==> config.mk <==
export PLATFORM = sky130hd
export DESIGN_NAME = ula_seq
export DESIGN_NICKNAME = d
export VERILOG_FILES = /design/src/rtl/ula_pkg.sv /design/src/rtl/ula_op_pick.sv /design/src/rtl/ula_seq.sv
export SDC_FILE = /design/constraint.sdc
export NUM_CORES = 1
export LEC_CHECK = 0
export ABC_CLOCK_PERIOD_IN_PS = 4850
export BUFFER_PORTS_ARGS = -buffer_cell sky130_fd_sc_hd__clkbuf_2
export CAP_MARGIN = 20
export CORE_MARGIN = 1.5
export CORE_UTILIZATION = 52
export CTS_BUF_LIST = sky130_fd_sc_hd__clkbuf_4 sky130_fd_sc_hd__clkbuf_8 sky130_fd_sc_hd__clkbuf_16
export CTS_CLUSTER_SIZE = 20
export DETAILED_ROUTE_END_ITERATION = 6
export GPL_TIMING_DRIVEN = 1
export PLACE_DENSITY = 0.83
export SYNTH_ARGS = -nofsm -noshare
export SYNTH_HDL_FRONTEND = slang
export SYNTH_SLANG_ARGS = --single-unit
==> constraint.sdc <==
create_clock -name clk -period 4.85 [get_ports clk]
set_clock_uncertainty 0.05 [all_clocks]
set_input_delay 0.485 -clock clk [delete_from_list [all_inputs] [get_ports clk]]
set_output_delay 0.485 -clock clk [all_outputs]
set_load 0.05 [all_outputs]
==> src/rtl/ula_pkg.sv <==
// rtl/ula_pkg.sv - shared constants and FSM state type for the ula operation sequencer
package ula_pkg;
  localparam int OP_W    = 3;
  localparam int NOPS    = 8;
  localparam int LAT_MAX = 15;
  localparam int CNT_W   = $clog2(LAT_MAX + 1);

  typedef enum logic [1:0] {
    IDLE,
    WAIT,
    HOLD
  } state_t;
endpackage

==> src/rtl/ula_op_pick.sv <==
// rtl/ula_op_pick.sv - next-op selector; honours op_mask when ULA_SEQ_MASK_EN is defined
module ula_op_pick
  import ula_pkg::*;
(
  input  logic [NOPS-1:0] mask,
  input  logic [OP_W-1:0] op,
  input  logic            incl,   // 1: op itself is a candidate (first-op search)
  output logic [OP_W-1:0] next,
  output logic            valid,
  output logic            last
);

`ifdef ULA_SEQ_MASK_EN
  // Lowest enabled op at or above the start point; last when nothing enabled lies above op.
  always_comb begin
    next  = '0;
    valid = 1'b0;
    last  = 1'b1;
    for (int i = NOPS - 1; i >= 0; i--) begin
      if (mask[i] && ((i > int'(op)) || (incl && (i == int'(op))))) begin
        next  = OP_W'(i);
        valid = 1'b1;
      end
      if (mask[i] && (i > int'(op))) begin
        last = 1'b0;
      end
    end
  end
`else
  logic unused_mask;
  assign unused_mask = ^mask;

  // Plain ascending sweep over every op.
  always_comb begin
    next  = incl ? op : op + 1'b1;
    valid = incl | (op != OP_W'(NOPS - 1));
    last  = (op == OP_W'(NOPS - 1));
  end
`endif

endmodule

==> src/rtl/ula_seq.sv <==
// rtl/ula_seq.sv - sweeps one operand pair through every ula op code; optional op_mask via ULA_SEQ_MASK_EN
module ula_seq
  import ula_pkg::*;
#(
  parameter int W   = 8,
  parameter int LAT = 1
) (
  input  logic            clk,
  input  logic            clr,
  input  logic            in_valid,
  output logic            in_ready,
  input  logic [W-1:0]    in_a,
  input  logic [W-1:0]    in_b,
`ifdef ULA_SEQ_MASK_EN
  input  logic [NOPS-1:0] op_mask,
`endif
  output logic [W-1:0]    ula_a,
  output logic [W-1:0]    ula_b,
  output logic [OP_W-1:0] ula_op,
  input  logic [W-1:0]    ula_s,
  input  logic            ula_flag,
  output logic            out_valid,
  input  logic            out_ready,
  output logic [OP_W-1:0] out_op,
  output logic [W-1:0]    out_s,
  output logic            out_flag,
  output logic            out_last,
  output logic            busy
);

  state_t            state_q, state_d;
  logic [CNT_W-1:0]  cnt_q;
  logic [NOPS-1:0]   mask_q;
  logic              any_q;      // command has at least one op to issue
  logic [NOPS-1:0]   mask_in;
  logic [OP_W-1:0]   first_op;
  logic              first_ok;
  logic              unused_first_last;
  logic [OP_W-1:0]   nxt_op;
  logic              nxt_last;
  logic              unused_nxt_valid;

`ifdef ULA_SEQ_MASK_EN
  assign mask_in = op_mask;
`else
  assign mask_in = '1;
`endif

  ula_op_pick u_pick_first (
    .mask  (mask_in),
    .op    ('0),
    .incl  (1'b1),
    .next  (first_op),
    .valid (first_ok),
    .last  (unused_first_last)
  );

  // The op being reported in HOLD is the one still on ula_op, so its successor drives the advance.
  ula_op_pick u_pick_next (
    .mask  (mask_q),
    .op    (out_op),
    .incl  (1'b0),
    .next  (nxt_op),
    .valid (unused_nxt_valid),
    .last  (nxt_last)
  );

  assign in_ready = (state_q == IDLE);
  assign busy     = (state_q != IDLE);
  assign out_last = (state_q == HOLD) && nxt_last;

  // State register.
  always_ff @(posedge clk or negedge clr) begin
    if (!clr) state_q <= IDLE;
    else      state_q <= state_d;
  end

  // Next-state decode.
  always_comb begin
    state_d = state_q;
    unique case (state_q)
      IDLE:    if (in_valid) state_d = WAIT;
      WAIT:    if (!any_q) state_d = IDLE;
               else if (cnt_q == '0) state_d = HOLD;
      HOLD:    if (out_valid && out_ready) state_d = nxt_last ? IDLE : WAIT;
      default: state_d = IDLE;
    endcase
  end

  // ALU drive, settle counter and result capture.
  always_ff @(posedge clk or negedge clr) begin
    if (!clr) begin
      ula_a     <= '0;
      ula_b     <= '0;
      ula_op    <= '0;
      cnt_q     <= '0;
      mask_q    <= '0;
      any_q     <= 1'b0;
      out_valid <= 1'b0;
      out_op    <= '0;
      out_s     <= '0;
      out_flag  <= 1'b0;
    end else begin
      out_valid <= (state_d == HOLD);
      unique case (state_q)
        IDLE: begin
          if (in_valid) begin
            ula_a  <= in_a;
            ula_b  <= in_b;
            ula_op <= first_op;
            cnt_q  <= CNT_W'(LAT);
            mask_q <= mask_in;
            any_q  <= first_ok;
          end
        end
        WAIT: begin
          if (cnt_q == '0) begin
            if (any_q) begin
              out_s    <= ula_s;
              out_flag <= ula_flag;
              out_op   <= ula_op;
            end
          end else begin
            cnt_q <= cnt_q - 1'b1;
          end
        end
        HOLD: begin
          if (out_valid && out_ready) begin
            if (nxt_last) begin
              ula_op <= '0;
            end else begin
              ula_op <= nxt_op;
              cnt_q  <= CNT_W'(LAT);
            end
          end
        end
        default: ;
      endcase
    end
  end

endmodule
==> results of run 1 <==
[flip-flops by register name, indices dropped and copies added (netlist names)]
name       cells
cnt_q          4
ula_b          8
ula_a          8
out_op         3
out_s          8
ula_op         3
out_valid      1
any_q          1
out_flag       1
state_q        2
[cell usage in the layout (no fill, tap or decap), types with 2 or more instances in the layout]
master    Yosys  routed
a21o_2        2       2
clkbuf_2      0      63
clkbuf_4      0       5
dfrtp_1      39      39
ha_1          3       3
inv_1         5       5
mux2_2       21      21
mux2_4       10      10
mux2i_1       3       3
nand2_1       7       7
nor2_1        2       2
nor3_1        3       3
nor3b_4       2       2
o22ai_1       3       3
or2_2         2       2
[logic make-up (layout without fill, tap and decap cells)]
family	Yosys count	count (layout)
fa+ha+maj	3	3
simple gates	23	23
mux	34	34
flops	39	39
compound gates	10	10
xor+xnor	1	1
buf+inv	10	77
[layout make-up]
class | count | share of cell area, %
Timing Repair Buffer | 63 | 14.65
Inverter | 6 | 1.047
Clock buffer | 6 | 2.384
Multi-Input combinational cell | 71 | 32.38
Tap cell | 44 | 2.558
Clock inverter | 2 | 1.628
Sequential cell | 39 | 45.35
[stage by stage]
| step | setup WS, ps | cells | instance area [µm²] |
|---|---|---|---|
| after global placement | 2667 | 223 | 2066 |
| after detailed placement | 2576 | 223 | 2066 |
| final | 2562 | 231 | 2152 |
| after floorplan | 2547 | 120 | 1745 |
| after CTS | 2560 | 231 | 2152 |
| after global routing | 2398 | 231 | 2152 |
[final timing paths]
path                       cells past startpoint       end     start  slack [ps]
max reg2reg                                    5  out_s[4]  cnt_q[0]        2560
max                                            5  out_s[4]  cnt_q[0]        2560
min reg2reg                                    1  ula_a[0]  ula_a[0]         470
min                                            1  ula_b[6]       clr         210
min in group clk                               2  out_s[5]  ula_s[5]         310
max in group asynchronous                      1  out_flag       clr        3970
[per-layer routing]
metal  global-route usage [%]  wire (µm)
met5                        0          0
met4                    11.18         61
met3                    6.183        164
met2                    32.87       1821
met1                    24.79       1288
==> impl_table.tex, run 1 <==
\begin{tabular}{lr}
\hline
Metric & Value \\
\hline
\multicolumn{2}{l}{\textbf{Run status}} \\
\quad Status & completed \\
\multicolumn{2}{l}{\textbf{Clock tree}} \\
\quad Clock buffer count from CTS & 5 \\
\quad Total number of clock tree sinks & 39 \\
\quad H-tree depth & 2 \\
\quad Number of setup buffers added after CTS & 0 \\
\quad CTS clk-pin slew, worst paths & 110 ps \\
\quad Clock tree from TritonCTS & done \\
\quad Master cell of the clock root buffer & clkbuf\_4 \\
\quad Maximum clock path buffer count & 2 \\
\quad Post-CTS sizing & 0 \\
\quad Insertion delay to the later sink of the worst-skew pair & 340 ps \\
\quad Hold buffer count at CTS & 0 \\
\multicolumn{2}{l}{\textbf{Routing}} \\
\quad Routed length per placed instance & 14.44 µm \\
\quad Vias per cell & 5.091 \\
\quad Drt first pass iters & 4 \\
\quad Vias after detailed routing & 1176 \\
\quad Detailed Route Iter0 Violations & 39 \\
\quad Post-route DRC & 0 \\
\quad Final ANT Viol Nets & 0 \\
\quad Final Routed Wirelength & 3336 µm \\
\multicolumn{2}{l}{\textbf{STA}} \\
\quad Highest achievable clock rate & 437.1 MHz \\
\quad Slew @ Worst Pin & 923.5 ps \\
\quad Count of pins over their slew limit & 0 \\
\quad Share of the clock period used by the worst path & 47.18\% \\
\quad Aggregate negative setup slack & 0 ps \\
\quad Max-slew headroom & 38.43\% \\
\quad RSZ-0062 raised after global routing & false \\
\quad Final hold slack & 208.5 ps \\
\quad Final-report setup violation count & 0 \\
\quad Clock period minus worst slack & 2288 ps \\
\quad Number of failing hold endpoints at the final stage & 0 \\
\multicolumn{2}{l}{\textbf{GRT}} \\
\quad Global-route wire length before repair & 5382 µm \\
\quad Pin count of the biggest net entering global routing & 40 \\
\quad Antenna violations before repair & 0 \\
\quad Number of global-route vias before repair & 1183 \\
\quad Grt total ovfl & 0 \\
\quad Global routing usage summed across all routing layers & 20.49\% \\
\multicolumn{2}{l}{\textbf{Synth}} \\
\quad Number of nets produced by synthesis & 152 \\
\quad XOR/XNOR share of the synthesized area & 0.5018\% \\
\quad Register bit count reported by yosys & 39 \\
\quad Adder-cell share of the synthesized area & 2.151\% \\
\quad Yosys Warn Count & 0 \\
\quad Top post-synthesis cells by area & dfrtp\_1 (56\%), mux2\_2 (14\%), mux2\_4 (8.6\%) \\
\quad Most used DFF post-synth & dfrtp\_1 \\
\quad Count of mapped cells out of synthesis & 120 \\
\quad Share of synthesized area spent on multiplexers & 23.87\% \\
\quad Top cell types by occurrence after synthesis & dfrtp\_1 (39), mux2\_2 (21), mux2\_4 (10) \\
\quad Synth Area in Simple Gates & 8.602\% \\
\quad Async set-or-reset flop fraction in the synthesized netlist & 100.0\% \\
\quad Cell with the most instances after synthesis & dfrtp\_1 \\
\quad Compound-Gate Fraction of Synth Area & 4.803\% \\
\quad Fraction of post-synthesis cell area in the top cell type by area & 55.91\% \\
\quad Seq/Total Area, Yosys & 55.91\% \\
\quad Count of flip-flops with a built-in enable after synthesis & 0 \\
\quad Largest family of logic cells by synthesized area & multiplexers \\
\quad Count of cell types in the netlist & 30 \\
\quad Netlist Area Pre-Place & 1745 µm² \\
\quad Post-Synthesis Mean Instance Area & 14.55 µm² \\
\quad Biggest area consumer among synthesized cells & dfrtp\_1 \\
\multicolumn{2}{l}{\textbf{Layout}} \\
\quad FF+latch area & 975.9 µm² \\
\quad Share of post-route cells with drive strength above 1 & 59.89\% \\
\quad Multi-input gate area & 696.9 µm² \\
\quad Area added between synthesis and finish & 23.30\% \\
\quad Antenna cell count & 0 \\
\quad Final nets & 218 \\
\quad Fill cell total of the finished layout & 246 \\
\quad Fraction of the core area covered by cells at the end of the flow & 68.80\% \\
\multicolumn{2}{l}{\textbf{Worst setup path}} \\
\quad Crit path required time & 5040 ps \\
\quad Biggest fanout along the worst timing path & 14 \\
\quad Critical Path AT & 2480 ps \\
\quad Number of buffer and inverter instances along the worst setup path & 1 \\
\quad Setup crit end kind & flop \\
\quad Cell family with the largest share of critical-path delay & simple AND/OR/NAND/NOR gates \\
\quad Type of the worst setup path & reg2reg \\
\quad Worst-path cell with the longest stage delay & and4\_1 \\
\quad Worst Setup Start Kind & flop \\
\quad Cell breakdown of the critical path & inv\_1, ha\_1, nor3b\_4, and4\_1, mux2\_2 \\
\quad Slowest Stage Delay on Critical Path & 720 ps \\
\multicolumn{2}{l}{\textbf{Die}} \\
\quad X dimension of the die & 60.94 µm \\
\quad I/O Pins & 64 \\
\quad Die Ht & 60.94 µm \\
\quad Number of cell rows & 20 \\
\quad Initial core utilization & 55.80\% \\
\quad Total die area & 3713 µm² \\
\quad Core Region & 3128 µm² \\
\multicolumn{2}{l}{\textbf{Placed design}} \\
\quad IO Port Bufs & 63 \\
\quad Final HPWL DP & 2527 µm \\
\quad Placer congestion estimate & 0.7483 \\
\multicolumn{2}{l}{\textbf{Min path}} \\
\quad Worst hold-check path type & in2async \\
\multicolumn{2}{l}{\textbf{Job}} \\
\quad Max-capacitance violation count & 0 \\
\hline
\end{tabular}
Power of run 1 is not shown: default switching activity piles up to over one toggle a cycle in this logic, so the estimate is an artifact.
==> run 2, diff against run 1 <==
ABC_CLOCK_PERIOD_IN_PS = 2370   (was 4850)
CORE_UTILIZATION = 48   (was 52)
PLACE_DENSITY = 0.78   (was 0.83)
clock period = 2.37 ns   (was 4.85 ns; I/O delays follow)
==> run 2 against run 1 <==
Effect of this change: sequential share of layout area decreased by 0.34 points; non-clock buffer count increased by 4; core utilization decreased by 5.3 points; worst setup slack got worse by 2100 ps; sequential cell count unchanged; via count increased by 1.0%; fmax increased by 18%; highest routed layer unchanged.
==> impl_table.tex, run 2 (synthesis results as in run 1) <==
\begin{tabular}{lr}
\hline
Metric & Value \\
\hline
\multicolumn{2}{l}{\textbf{Run status}} \\
\quad Status & completed \\
\multicolumn{2}{l}{\textbf{Die}} \\
\quad Core Region & 3416 µm² (+9.2\%) \\
\quad X dimension of the die & 63.30 µm (+3.9\%) \\
\quad Total die area & 4007 µm² (+7.9\%) \\
\quad Die Ht & 63.30 µm (+3.9\%) \\
\quad Number of cell rows & 21 (+5.0\%) \\
\quad Initial core utilization & 51.10\% (-4.7 points) \\
\quad I/O Pins & 64 (unchanged) \\
\multicolumn{2}{l}{\textbf{STA}} \\
\quad Number of failing hold endpoints at the final stage & 0 (unchanged) \\
\quad Final-report setup violation count & 0 (unchanged) \\
\quad Count of pins over their slew limit & 0 (unchanged) \\
\quad Highest achievable clock rate & 517.1 MHz (+18\%) \\
\quad Final hold slack & 64.25 ps (-144.2 ps) \\
\quad Clock period minus worst slack & 1934 ps (-354.0 ps) \\
\quad Share of the clock period used by the worst path & 81.60\% (+34 points) \\
\quad RSZ-0062 raised after global routing & false \\
\quad Slew @ Worst Pin & 909.4 ps (-14.14 ps) \\
\quad Aggregate negative setup slack & 0 ps (unchanged) \\
\quad Max-slew headroom & 39.38\% (+0.94 points) \\
\multicolumn{2}{l}{\textbf{Worst setup path}} \\
\quad Number of buffer and inverter instances along the worst setup path & 2 (+1) \\
\quad Cell breakdown of the critical path & inv\_1, ha\_1, nor3b\_4, and4\_1, buf\_4, mux2\_2 \\
\quad Worst Setup Start Kind & flop \\
\quad CP startpoint & cnt\_q[0] \\
\quad Slowest Stage Delay on Critical Path & 420 ps (-300 ps) \\
\quad RR Endpoint & out\_s[2] \\
\quad Cell count along the critical path & 6 (+1) \\
\quad Crit path capture & out\_s[2] \\
\quad Type of the worst setup path & reg2reg \\
\quad Worst Reg-to-Reg Cells & 6 (+1) \\
\quad Crit path required time & 2560 ps (-2480 ps) \\
\quad Biggest fanout along the worst timing path & 9 (-5) \\
\quad Register-to-Register Setup Slack & 440 ps (-2130 ps) \\
\quad Critical Path AT & 2130 ps (-350 ps) \\
\quad Setup crit end kind & flop \\
\quad Cell family with the largest share of critical-path delay & simple AND/OR/NAND/NOR gates \\
\quad Worst-path cell with the longest stage delay & dfrtp\_1 \\
\quad Launching point of the worst reg2reg path & cnt\_q[0] \\
\multicolumn{2}{l}{\textbf{Routing}} \\
\quad Post-route DRC & 0 (unchanged) \\
\quad Vias after detailed routing & 1188 (+1.0\%) \\
\quad Final ANT Viol Nets & 0 (unchanged) \\
\quad Routed length per placed instance & 13.79 µm (-4.5\%) \\
\quad Drt first pass iters & 3 (-1) \\
\quad Vias per cell & 5.013 (-1.5\%) \\
\quad Detailed Route Iter0 Violations & 25 (-36\%) \\
\quad Final Routed Wirelength & 3268 µm (-2.0\%) \\
\multicolumn{2}{l}{\textbf{GRT}} \\
\quad Grt total ovfl & 0 (unchanged) \\
\quad Pin count of the biggest net entering global routing & 40 (unchanged) \\
\quad Global routing usage summed across all routing layers & 18.33\% (-2.2 points) \\
\quad Number of global-route vias before repair & 1317 (+11\%) \\
\quad Global-route wire length before repair & 5706 µm (+6.0\%) \\
\quad Antenna violations before repair & 0 (unchanged) \\
\multicolumn{2}{l}{\textbf{Clock tree}} \\
\quad Clock buffer count from CTS & 5 (unchanged) \\
\quad Maximum clock path buffer count & 2 (unchanged) \\
\quad Insertion delay to the later sink of the worst-skew pair & 340 ps (about the same) \\
\quad CTS clk-pin slew, worst paths & 120 ps (about the same) \\
\quad Master cell of the clock root buffer & clkbuf\_4 \\
\quad Clock tree from TritonCTS & done \\
\quad H-tree depth & 2 (unchanged) \\
\quad Total number of clock tree sinks & 39 (unchanged) \\
\quad Number of setup buffers added after CTS & 0 (unchanged) \\
\multicolumn{2}{l}{\textbf{Min path}} \\
\quad Worst Hold Path Cells & 2 \\
\quad Worst hold-check path type & in2reg \\
\multicolumn{2}{l}{\textbf{Layout}} \\
\quad Final nets & 222 (+1.8\%) \\
\quad Registers with the highest flip-flop counts & out\_s x8, ula\_a x8, ula\_b x8 \\
\quad Commonest non-fill, non-tap cell in the layout & clkbuf\_2 \\
\quad Fill cell total of the finished layout & 277 (+13\%) \\
\quad Final standard cell count with taps included and fillers excluded & 237 (+2.6\%) \\
\quad Most used cells in the layout excluding fill and tap cells & clkbuf\_2 (63), dfrtp\_1 (39), mux2\_2 (21), mux2\_4 (10), nand2\_1 (7) \\
\quad Area added between synthesis and finish & 24.23\% \\
\quad Share of post-route cells with drive strength above 1 & 60.21\% (+0.32 points) \\
\quad Antenna cell count & 0 (unchanged) \\
\multicolumn{2}{l}{\textbf{Placed design}} \\
\quad Cell total after placement & 228 (+2.2\%) \\
\quad IO Port Bufs & 63 (unchanged) \\
\quad Placer congestion estimate & 0.7978 (+6.6\%) \\
\quad Final HPWL DP & 2492 µm (-1.4\%) \\
\multicolumn{2}{l}{\textbf{Job}} \\
\quad Max-capacitance violation count & 0 (unchanged) \\
\hline
\end{tabular}
[run 2: per-layer routing]
metal | part of all wire, % | wire length (µm) | global-route usage (%)
met5 | 0 | 0 | 0
met4 | 1.7 | 55 | 7.065
met3 | 5.8 | 188 | 5.179
met2 | 50 | 1645 | 32.31
met1 | 42 | 1379 | 21.07
[run 2: through the flow]
stage / cell area [µm²] / setup slack, ps / util [%]
3_3_place_gp: 2091 / 527.8 / 61.21
3_5_place_dp: 2091 / 446.2 / 61.21
5_1_grt: 2168 / 315.9 / 63.48
6_report: 2168 / 436.0 / 63.48
4_1_cts: 2168 / 427.7 / 63.48
2_1_floorplan: 1745 / 315.5 / -
[run 2: worst min path at each step]
stage	startpoint	end
after detailed placement	clr	ula_a[1]
after global routing	ula_flag	out_flag
final	ula_flag	out_flag
after CTS	ula_flag	out_flag
after floorplan	clr	any_q
after global placement	clr	ula_a[3]
[run 2: cell type report]
cell class / instances / area, µm² / area share [%]
flip-flops and latches: 39 / 975.9 / 45.01
inverters: 6 / 22.52 / 1.039
clock inverters: 1 / 8.758 / 0.4039
multi-input cells: 71 / 696.9 / 32.14
well taps: 46 / 57.56 / 2.654
repair buffers: 67 / 347.8 / 16.04
clock buffers: 7 / 58.81 / 2.712
[run 2: timing repair]
| item | CTS | global route |
|---|---|---|
| endpoints found under the hold margin | 39 | 0 |
| hold buffers | 1 | 0 |
| resized for setup | 0 | 0 |
Power of run 2 is left out for the same reason.
==> run 3, diff against run 2 <==
ABC_CLOCK_PERIOD_IN_PS = 1560   (was 2370)
CORE_UTILIZATION = 44   (was 48)
PLACE_DENSITY = 0.75   (was 0.78)
clock period = 1.56 ns   (was 2.37 ns; I/O delays follow)
==> run 3 against run 2 <==
Effect of this change: the run now ends with setup timing left; via count grew 9.3%; non-clock buffer count up 21; die area grew 8.7%; fmax grew 16%; core utilization is 4.0 points higher; worst hold slack got worse by 17 ps; global-route usage increased by 0.53 points; worst setup slack got worse by 540 ps; first-iteration DRC count is 20% higher; sequential share of layout area shrank 6.3 points; critical path depth is 1 higher; critical path type unchanged.
==> impl_table.tex, run 3 (synthesis results as in run 1) <==
\begin{tabular}{lr}
\hline
Metric & Value \\
\hline
\multicolumn{2}{l}{\textbf{STA}} \\
\quad RSZ-0062 raised after global routing & true \\
\quad Share of the clock period used by the worst path & 106.6\% (+25 points) \\
\quad Count of pins over their slew limit & 0 (unchanged) \\
\quad Highest achievable clock rate & 601.2 MHz (+16\%) \\
\quad Final-report setup violation count & 15 (+15) \\
\quad Max-slew headroom & 70.59\% (+31 points) \\
\quad Number of failing hold endpoints at the final stage & 0 (unchanged) \\
\quad Minimum setup slack in the final design & -103.3 ps (-539.3 ps) \\
\quad Slew @ Worst Pin & 441.1 ps (-468.3 ps) \\
\quad Clock period minus worst slack & 1663 ps (-270.7 ps) \\
\multicolumn{2}{l}{\textbf{Clock tree}} \\
\quad Clock buffer count from CTS & 5 (unchanged) \\
\quad Clock tree from TritonCTS & done \\
\quad Maximum clock path buffer count & 2 (unchanged) \\
\quad CTS clk-pin slew, worst paths & 70 ps (-50 ps) \\
\quad Total number of clock tree sinks & 39 (unchanged) \\
\quad H-tree depth & 2 (unchanged) \\
\quad Master cell of the clock root buffer & clkbuf\_8 \\
\quad Insertion delay to the later sink of the worst-skew pair & 280 ps (-60 ps) \\
\multicolumn{2}{l}{\textbf{GRT}} \\
\quad Number of global-route vias before repair & 1360 (+3.3\%) \\
\quad Global-route wire length before repair & 6147 µm (+7.7\%) \\
\quad Antenna violations before repair & 0 (unchanged) \\
\quad Pin count of the biggest net entering global routing & 24 (-40\%) \\
\quad Global routing usage summed across all routing layers & 18.85\% (+0.53 points) \\
\quad Grt total ovfl & 0 (unchanged) \\
\multicolumn{2}{l}{\textbf{Routing}} \\
\quad Detailed Route Iter0 Violations & 30 (+20\%) \\
\quad Post-route DRC & 0 (unchanged) \\
\quad Drt first pass iters & 4 (+1) \\
\quad Vias after detailed routing & 1299 (+9.3\%) \\
\quad Final Routed Wirelength & 3834 µm (+17\%) \\
\quad Vias per cell & 5.015 (about the same) \\
\quad Routed length per placed instance & 14.80 µm (+7.4\%) \\
\quad Final ANT Viol Nets & 0 (unchanged) \\
\multicolumn{2}{l}{\textbf{Layout}} \\
\quad Final nets & 243 (+9.5\%) \\
\quad Final standard cell count with taps included and fillers excluded & 259 (+9.3\%) \\
\quad Fill cell total of the finished layout & 280 (+1.1\%) \\
\quad Commonest non-fill, non-tap cell in the layout & clkbuf\_2 \\
\quad FF+latch area & 978.4 µm² (+0.26\%) \\
\quad Final instance area & 2526 µm² (+17\%) \\
\quad Area added between synthesis and finish & 44.73\% \\
\quad Multi-input gate area & 792.0 µm² (+14\%) \\
\quad Registers with the highest flip-flop counts & out\_s x8, ula\_a x8, ula\_b x8 \\
\quad Share of post-route cells with drive strength above 1 & 71.09\% (+11 points) \\
\quad Most used cells in the layout excluding fill and tap cells & clkbuf\_2 (61), dfrtp\_1 (37), mux2\_2 (16), buf\_4 (16), mux2\_4 (15) \\
\quad Fraction of the core area covered by cells at the end of the flow & 67.48\% (+4.0 points) \\
\quad Antenna cell count & 0 (unchanged) \\
\multicolumn{2}{l}{\textbf{Die}} \\
\quad I/O Pins & 64 (unchanged) \\
\quad Die Ht & 65.99 µm (+4.2\%) \\
\quad X dimension of the die & 65.99 µm (+4.2\%) \\
\quad Core Region & 3744 µm² (+9.6\%) \\
\quad Initial core utilization & 46.62\% (-4.5 points) \\
\quad Number of cell rows & 22 (+4.8\%) \\
\quad Total die area & 4354 µm² (+8.7\%) \\
\multicolumn{2}{l}{\textbf{Worst setup path}} \\
\quad Crit path required time & 1700 ps (-860 ps) \\
\quad Worst Setup Start Kind & flop \\
\quad Biggest fanout along the worst timing path & 3 (-6) \\
\quad Setup crit end kind & flop \\
\quad Critical Path AT & 1800 ps (-330 ps) \\
\quad Type of the worst setup path & reg2reg \\
\multicolumn{2}{l}{\textbf{Placed design}} \\
\quad Placer congestion estimate & 0.8409 (+5.4\%) \\
\quad Final HPWL DP & 2741 µm (+10\%) \\
\quad Standard cell area after detailed placement & 2198 µm² (+5.1\%) \\
\quad IO Port Bufs & 63 (unchanged) \\
\quad Cell total after placement & 240 (+5.3\%) \\
\quad Pre-CTS WS & -166.6 ps (-612.8 ps) \\
\multicolumn{2}{l}{\textbf{Min path}} \\
\quad Worst hold-check path type & in2reg \\
\multicolumn{2}{l}{\textbf{Run status}} \\
\quad Violated checks & setup timing \\
\quad Status & complete, but fails checks \\
\multicolumn{2}{l}{\textbf{Job}} \\
\quad Max-capacitance violation count & 0 (unchanged) \\
\hline
\end{tabular}
run 3: per-stage QoR:
step	hold slack, ps	TNS [ps]
after floorplan	-189.6	-3190
final	47.73	-1117
after global placement	49.87	-1373
after CTS	39.63	-999.6
after detailed placement	74.44	-2001
after global routing	38.39	-2086
run 3: layer usage:
layer  global-route usage [%]  wire length [µm]
met5                        0                 0
met4                    7.143                82
met3                    5.111               250
met2                    32.58              1930
met1                    22.36              1570
run 3: final timing paths:
path | from | end | slack (ps) | cells past startpoint
worst min register to register | ula_a[6] | ula_a[6] | 460 | 1
worst min-delay path | in_a[2] | ula_a[2] | 50 | 2
worst max register to register | cnt_q[0] | state_q[0] | -100 | 7
worst max-delay path | cnt_q[0] | state_q[0] | -100 | 7
max in group asynchronous | clr | state_q[0] | 670 | 3
min in group asynchronous | clr | ula_a[6] | 300 | 2
run 3: what timing repair did:
item,CTS,global route
hold buffers,1,0
pin swaps,3,6
resized for setup,21,14
buffers inserted,5,6
gates cloned,0,0
endpoints found under the hold margin,16,0
endpoints found under the setup margin,17,20
run 3: area by class of cell:
cell class	instances	share of cell area, %
clock inverters	2	1.486
flip-flops and latches	39	38.73
multi-input cells	71	31.35
clock buffers	5	2.724
repair buffers	88	22.44
inverters	6	0.8915
well taps	48	2.377
run 3: critical path, stage by stage, from the launching register on:
cell and delay [ps]:
dfrtp_1 370, inv_2 60, ha_4 150, nor3b_4 140, buf_4 130, buf_6 120
or3b_4 370, a22oi_2 180
Power of run 3 is left out for the same reason.
